$ cat config.mk
export PLATFORM = sky130hd
export DESIGN_NAME = adc_result_capture
export DESIGN_NICKNAME = d
export VERILOG_FILES = /design/src/rtl/adc_result_capture.sv
export SDC_FILE = /design/constraint.sdc
export NUM_CORES = 1
export LEC_CHECK = 0
export ABC_CLOCK_PERIOD_IN_PS = 3500
export CAP_MARGIN = 20
export CORE_ASPECT_RATIO = 0.6
export CORE_UTILIZATION = 58
export DETAILED_ROUTE_END_ITERATION = 12
export GPL_TIMING_DRIVEN = 0
export PLACE_DENSITY = 0.8
export RECOVER_POWER = 50
export SLEW_MARGIN = 20
export SYNTH_ARGS = -nofsm -noshare
export SYNTH_HDL_FRONTEND = slang
export SYNTH_SLANG_ARGS = --single-unit
$ cat constraint.sdc
create_clock -name clk -period 3.5 [get_ports clk]
set_input_delay 0.7 -clock clk [delete_from_list [all_inputs] [get_ports clk]]
set_output_delay 0.7 -clock clk [all_outputs]
set_load 0.01 [all_outputs]
$ cat src/rtl/adc_result_capture.sv
// adc_result_capture: captures ADC results on the controller's g_d pulse,
// block-averages 2^AVG_LOG2 samples per channel and publishes one averaged
// register per channel, with one-cycle update pulses and health flags.
module adc_result_capture #(
    parameter int unsigned DW       = 8,
    parameter int unsigned AVG_LOG2 = 2,
    parameter int unsigned TIMEOUT  = 1023
) (
    input  logic          clk,
    input  logic          reset,
    input  logic          g_d,
    input  logic [1:0]    addr,
    input  logic [DW-1:0] adc_data,
    input  logic          clr_err,
    output logic [DW-1:0] avg_ch0,
    output logic [DW-1:0] avg_ch1,
    output logic [DW-1:0] avg_ch2,
    output logic [2:0]    upd,
    output logic          err_addr,
    output logic          overrun,
    output logic          stale
);

    localparam int unsigned NCH = 3;
    localparam int unsigned SW  = DW + AVG_LOG2;       // sum of N samples never overflows
    localparam int unsigned CW  = AVG_LOG2;
    localparam int unsigned TW  = $clog2(TIMEOUT + 1);

    localparam logic [CW-1:0] CNT_LAST = '1;            // N-1
    localparam logic [TW-1:0] TMAX     = TW'(TIMEOUT);

    typedef enum logic [1:0] {
        S_IDLE = 2'd0,
        S_ACC  = 2'd1,
        S_PUB  = 2'd2
    } state_t;

    state_t          state_q, state_d;
    logic [DW-1:0]   data_q,  data_d;
    logic [1:0]      ch_q,    ch_d;
    logic [SW-1:0]   sum_q [NCH];
    logic [SW-1:0]   sum_d [NCH];
    logic [CW-1:0]   cnt_q [NCH];
    logic [CW-1:0]   cnt_d [NCH];
    logic [DW-1:0]   avg_q [NCH];
    logic [DW-1:0]   avg_d [NCH];
    logic [2:0]      upd_q,   upd_d;
    logic            err_q,   err_d;
    logic            ovr_q,   ovr_d;
    logic [TW-1:0]   tcnt_q,  tcnt_d;
    logic            stale_q, stale_d;
    logic            accept;

    // Next-state logic: FSM, per-channel accumulation, flags and timeout counter.
    always_comb begin
        // NOTE: every target gets a default first, so no path can infer a latch.
        state_d = state_q;
        data_d  = data_q;
        ch_d    = ch_q;
        sum_d   = sum_q;
        cnt_d   = cnt_q;
        avg_d   = avg_q;
        upd_d   = '0;
        err_d   = err_q & ~clr_err;
        ovr_d   = ovr_q & ~clr_err;
        tcnt_d  = tcnt_q;
        stale_d = stale_q;
        accept  = 1'b0;

        case (state_q)
            S_IDLE: begin
                if (g_d) begin
                    if (addr == 2'b11) begin
                        err_d = 1'b1;
                    end else begin
                        data_d  = adc_data;
                        ch_d    = addr;
                        accept  = 1'b1;
                        state_d = S_ACC;
                    end
                end
            end
            S_ACC: begin
                if (g_d) ovr_d = 1'b1;
                state_d = S_IDLE;
                for (int k = 0; k < NCH; k++) begin
                    if (ch_q == 2'(k)) begin
                        sum_d[k] = sum_q[k] + SW'(data_q);
                        cnt_d[k] = cnt_q[k] + CW'(1);
                        if (cnt_q[k] == CNT_LAST) state_d = S_PUB;
                    end
                end
            end
            S_PUB: begin
                if (g_d) ovr_d = 1'b1;
                state_d = S_IDLE;
                for (int k = 0; k < NCH; k++) begin
                    if (ch_q == 2'(k)) begin
                        avg_d[k] = DW'(sum_q[k] >> AVG_LOG2);
                        sum_d[k] = '0;
                        cnt_d[k] = '0;
                        upd_d[k] = 1'b1;
                    end
                end
            end
            default: state_d = S_IDLE;
        endcase

        if (accept) begin
            tcnt_d  = '0;
            stale_d = 1'b0;
        end else begin
            if (tcnt_q != TMAX) tcnt_d = tcnt_q + TW'(1);
            stale_d = stale_q | (tcnt_d == TMAX);
        end
    end

    // State register with asynchronous reset of every register, sums and counts included.
    always_ff @(posedge clk or posedge reset) begin
        if (reset) begin
            state_q <= S_IDLE;
            data_q  <= '0;
            ch_q    <= '0;
            // NOTE: the per-channel arrays are small register files that must
            // clear on reset so a partial block never leaks into a later average.
            for (int k = 0; k < NCH; k++) begin
                sum_q[k] <= '0;
                cnt_q[k] <= '0;
                avg_q[k] <= '0;
            end
            upd_q   <= '0;
            err_q   <= 1'b0;
            ovr_q   <= 1'b0;
            tcnt_q  <= '0;
            stale_q <= 1'b0;
        end else begin
            // NOTE: non-blocking assignments so every register samples the pre-edge values.
            state_q <= state_d;
            data_q  <= data_d;
            ch_q    <= ch_d;
            sum_q   <= sum_d;
            cnt_q   <= cnt_d;
            avg_q   <= avg_d;
            upd_q   <= upd_d;
            err_q   <= err_d;
            ovr_q   <= ovr_d;
            tcnt_q  <= tcnt_d;
            stale_q <= stale_d;
        end
    end

    assign avg_ch0  = avg_q[0];
    assign avg_ch1  = avg_q[1];
    assign avg_ch2  = avg_q[2];
    assign upd      = upd_q;
    assign err_addr = err_q;
    assign overrun  = ovr_q;
    assign stale    = stale_q;

endmodule

* Word level (Yosys, flattened, before mapping)
Cells that the tools add are included.
Widths: inputs -> output; s select.
** Operators by class
- $add $sub $neg :: 7
- Multipliers :: 0
- Div/mod/pow operators :: 0
- Magnitude comparators :: 0
- Equality and inequality tests :: 18
- Shift-type cells :: 0
- Multiplexer cells :: 39
- Bitwise logic cells :: 5
- Reduce and logical (&&, ||, !) cells :: 12
** Operator list (number)
- $mux 10 :: 9
- $pmux 30 s2 :: 1
- $add 10x8->10 :: 3
- $mux 2 :: 14
- $ne 2x2->1 const B :: 8
- $eq 2x2->1 const B :: 6
- $mux 1 :: 12
- $pmux 6 s2 :: 1
- $reduce_and 3->1 :: 4
- $add 10x1->10 const B :: 1
- $eq 10x10->1 const B :: 1
- $ne 10x10->1 const B :: 1
- $reduce_and 2->1 :: 4
- $add 2x1->2 const B :: 3
- $eq 2x1->1 const B :: 2
- $logic_not 2->1 :: 2
- $pmux 2 s2 :: 1
- $mux 3 :: 1
- $and 1x1->1 :: 2
- $not 1->1 :: 2
- $reduce_bool 2->1 :: 1
- $reduce_or 2->1 :: 1
- $or 1x1->1 :: 1
** Word-level totals
- Flip-flop bits (word level) :: 88
- Bits in latches :: 0
- RAM bits :: 0
- ROM bits :: 0
- Input port bits :: 14
- Output and inout port bits :: 30
- Word-level logic and storage cells :: 98
- Memories kept :: 0

* Depth between registers and ports, before layout
- Depth after elaboration :: 8
- Gate-level depth with buffers :: 8
- Depth with buffers taken out :: 8

* Worst setup path before layout
OpenSTA, ideal clock, no wires.
- Kind :: flip-flop to flip-flop
- Start :: reg data_q[1]
- End :: reg sum_q[28] in the netlist's numbering
- Library setup time :: 0.125 ns
- Data arrival time :: 1.948 ns
- Required time :: 3.375 ns
- Slack :: 1.428 ns
- Cell stages (with the launch flop) :: 8
- Path buffers :: 0
- Period minus slack after synthesis :: 2.072 ns
- Cells stage by stage :: dfrtp_1 inv_1 fa_1 nand2b_1 a21oi_1 o211ai_1 a21oi_1 mux2_2
** On the way
- Longest elaborated chain between the ends :: 3
** RTL lines
- start: declaration :: RTL line 39 : logic [DW-1:0] data_q, data_d;
- start signal: assignment :: RTL line 139 : data_q <= data_d;
- $add 10x8->10 :: RTL line 88 : sum_d[k] = sum_q[k] + SW'(data_q);
- $mux 10 :: RTL line 87 : if (ch_q == 2'(k)) begin
- $pmux 30 s2 :: RTL line 70 : case (state_q)
- end signal: assignment :: RTL line 141 : sum_q <= sum_d;
- end: declaration :: RTL line 41 : logic [SW-1:0] sum_q [NCH];
No other way between the ends. The select of a mux whose other input is x is not followed.
A chain may end at the register's enable or synchronous reset.

* Worst setup path after layout
- Start :: in g_d
- End :: reg tcnt_q[8]
** On the way
- Longest elaborated chain between the ends :: 3
** RTL lines
- start: declaration :: RTL line 11 : input logic g_d,
- $mux 1 :: RTL line 72 : if (g_d) begin
- $mux 1 :: RTL line 70
- $mux 10 :: RTL line 109 : if (accept) begin
- via tcnt_d[8] :: RTL line 50 : logic [TW-1:0] tcnt_q, tcnt_d;
- end signal: assignment :: RTL line 147 : tcnt_q <= tcnt_d;
- end: declaration :: RTL line 50
The timed path passes the listed nets, and every way through them passes these cells.

==> qor.txt <==
CTS Buffer Depth: 2
Vias in the first global route: 3724
Initial Util: 60.3%
Data required time of the worst path: 3.70 ns
Core Util, Final: 70.9%
Max-slew violations: 37
Post-CTS Hold Fix Bufs: 0
Post-route minimum period: 2.51 ns
Detailed Route WL: 11000 µm
Initial antenna violation count: 0
Final setup fails: 0
Number of remaining DRC errors: 0
Design area: 5640 µm²
Crit start category: input port
Worst r2r src: data_q[1]
Hold Vio Cnt, Final: 0
Core area: 7950 µm²
Post-CTS Setup Inserts: 0
Ys async rst share: 100%
CP peak stage delay: 0.58 ns
Die Y: 72.4 µm
CP Data Arrival Time: 2.71 ns
Worst min-delay path class: register to register
Peak VDD IR: 0.464 mV
Clock power share: 15.0%
Int Pwr: 3.26 mW
CP bufs+invs: 3
Gate power share: 52.6%
Vias/cell: 6.10
Area growth, synth to finish: 17.6%
Worst Hold Margin: 0.474 ns
Synth unique cells: 50
Worst R2R Path Depth: 7
Hold path depth: 2
Peak Freq: 0.398 GHz
Yosys warns: 0
Cells after Synth: 476
Synth area leader: dfrtp_1
Root Driver: clkbuf_16
Post-Syn Nets: 524
Clock Skew: 0.00413 ns
Post-Place Cells: 628
CP endpoint kind: register
Synth top area cells: dfrtp_1, ha_1, mux2_2, nand2_1, o21ai_0
# rows: 25
Max-slew headroom: -12.7%
Crit path max fanout: 10
Reg2Reg Capture Point: sum_q[28]
Ant diodes: 0
Reg power frac: 32.4%
Io pins: 44
Placed Instance Area: 5390 µm²
Post-Syn Area: 4790 µm²
Reg clk slew, reported paths: 0.06 ns
CTS tree: yes
P per Cell Area: 1010 nW/µm²
PortBufs: 43
Fin crit share: 71.7%
Global Route Usage Sum: 28.1%
Total of max-cap violations: 1
Area share of the largest cell type after synthesis: 45.9%
Hold_sp: avg_ch1[5]
#FFs+latches synth: 88
R2R Setup Slk: 1.03 ns
Num CTS Buffers: 9
EDFF count, synth: 0
Syn Area/Cell: 10.1 µm²
H-tree depth: 3
Outcome: complete, but fails checks
Final worst slack: 0.989 ns
Final HPWL DP: 7850 µm
Routability cong.: 0.904
PostCTS Resize Cnt: 0
Largest net degree at the start of global routing: 53
RSZ-0062 raised after global routing: no
Antenna Nets Post-Route: 0
Static Leak: 2.59 nW
Layout Cells excl Fill: 642
Dpl ws: 0.752 ns
Chip width: 119 µm
CP top delay family: buffers and inverters
Clk_lat worst skew: 0.34 ns
Remaining Overflow, GRT: 0
Measured slew at the worst slew-check pin: 1.68 ns
Setup CP Type: input port to register
Post-synth top flop: dfrtp_1
Hold path endpoint: avg_ch1[5]
Sequential-to-total area share from yosys stat: 45.9%
CP Cell Sequence: dlygate4sd3_1, nand2_1, a21oi_1, buf_1, clkbuf_1, nor3_1
Failing checks: max-capacitance violations, max-slew violations
Most frequent cells in the layout: dfrtp_1, nand2_1, clkdlybuf4s50_1
First-pass GRT wire length: 18500 µm
Fin Setup TNS: 0 ns
NetSw: 2.41 mW
WL/cell: 17.2 µm
Die area: 8640 µm²
Commonest non-fill, non-tap cell in the layout: dfrtp_1
Initial DRC count: 294
Share of cells above drive strength 1: 8.99%
Worst path slowest cell: dlygate4sd3_1
Total power draw: 5.67 mW
CTS Sinks: 88
Switching part of the total power: 42.5%
Fin nets: 579
First-pass DRT Iterations: 5
Vias: 3919
==> cell type report <==
| class | count | area [µm²] |
|---|---|---|
| multi-input combinational | 352 | 2440 |
| fill | 623 | 2310 |
| sequential | 88 | 2200 |
| timing repair buffer | 44 | 458 |
| clock buffer | 13 | 250 |
| tap | 108 | 135 |
| buffer | 17 | 73.8 |
| inverter | 19 | 72.6 |
| clock inverter | 1 | 5.00 |
==> per-layer routing <==
layer | up-vias | GRT usage (%) | wire (µm) | part of all wire [%]
met1 | 1918 | 39.0 | 5140 | 47
met2 | 156 | 43.5 | 4960 | 45
met5 | - | 0 | 0 | 0
li1 | 1823 | - | - | -
met4 | 0 | 10.4 | 218 | 2.0
met3 | 22 | 6.92 | 725 | 6.6
==> logic make-up (layout without fill, tap and decap cells) <==
group	Yosys count	in the layout	share of synthesized area [%]
AOI/OAI and AO/OA	120	120	16.8
muxes	27	27	6.29
adders and majority gates	34	34	9.34
and+or+nand+nor	156	156	15.8
DFF	88	88	45.9
xor gates and xnor gates	15	15	2.74
buffers and inverters	36	94	3.05
==> cells in the mapped netlist, types with 2 or more instances <==
cell      count
nand2b_1     14
clkbuf_1     11
ha_1         31
a31oi_1       6
a211o_1       7
o21ai_0      32
o221ai_1      3
o41ai_1       7
dfrtp_1      88
mux2i_1       2
inv_1        18
xor2_1       11
nand3_1       4
nor3b_1       2
a21o_1        8
a21oi_1      14
fa_1          3
xnor2_1       4
o21ai_1       2
o21bai_1      7
mux2_2       24
a211oi_1     14
and3_1        3
nand4_1       3
buf_2         3
o31ai_1      12
buf_4         2
nor2_1       30
nor3_1       11
o211ai_1      2
or2_0         3
nand2_1      67
or3_1         8
o21a_1        2
nor2b_1       3
==> worst max path at each step <==
stage                   start         end  slack [ns]  cells after the start
finish                    g_d   tcnt_q[8]        0.99                      6
CTS                 data_q[0]   sum_q[16]        1.08                      7
global placement        reset      upd[0]       -0.80                      2
global route        data_q[1]   sum_q[28]        0.87                      7
detailed placement        g_d   data_q[1]        0.75                      6
floorplan               reset  avg_ch0[0]        0.52                      1
==> flip-flops by register name (all words and copies together) (netlist names) <==
signal    flops
avg_ch0       8
avg_ch1       8
avg_ch2       8
ch_q          2
cnt_q         6
data_q        8
err_addr      1
overrun       1
stale         1
state_q       2
sum_q        30
tcnt_q       10
upd           3
==> tightest hold or removal path, stage by stage (launching register included) <==
cell and delay [ns]:
dfrtp_1 0.34, nand2_1 0.05, nand2_1 0.05
==> power groups by stage <==
| stage | Clock [mW] | Combinational, mW | Sequential [mW] |
|---|---|---|---|
| after floorplan | 0 | 2.11 | 1.76 |
| after global placement | 0 | 2.77 | 1.81 |
| after detailed placement | 0 | 2.91 | 1.84 |
| after CTS | 0.871 | 2.95 | 1.83 |
| after global routing | 0.905 | 3.34 | 1.88 |
| final | 0.849 | 2.98 | 1.84 |
No activity file was read; power rests on OpenSTA's default activity.
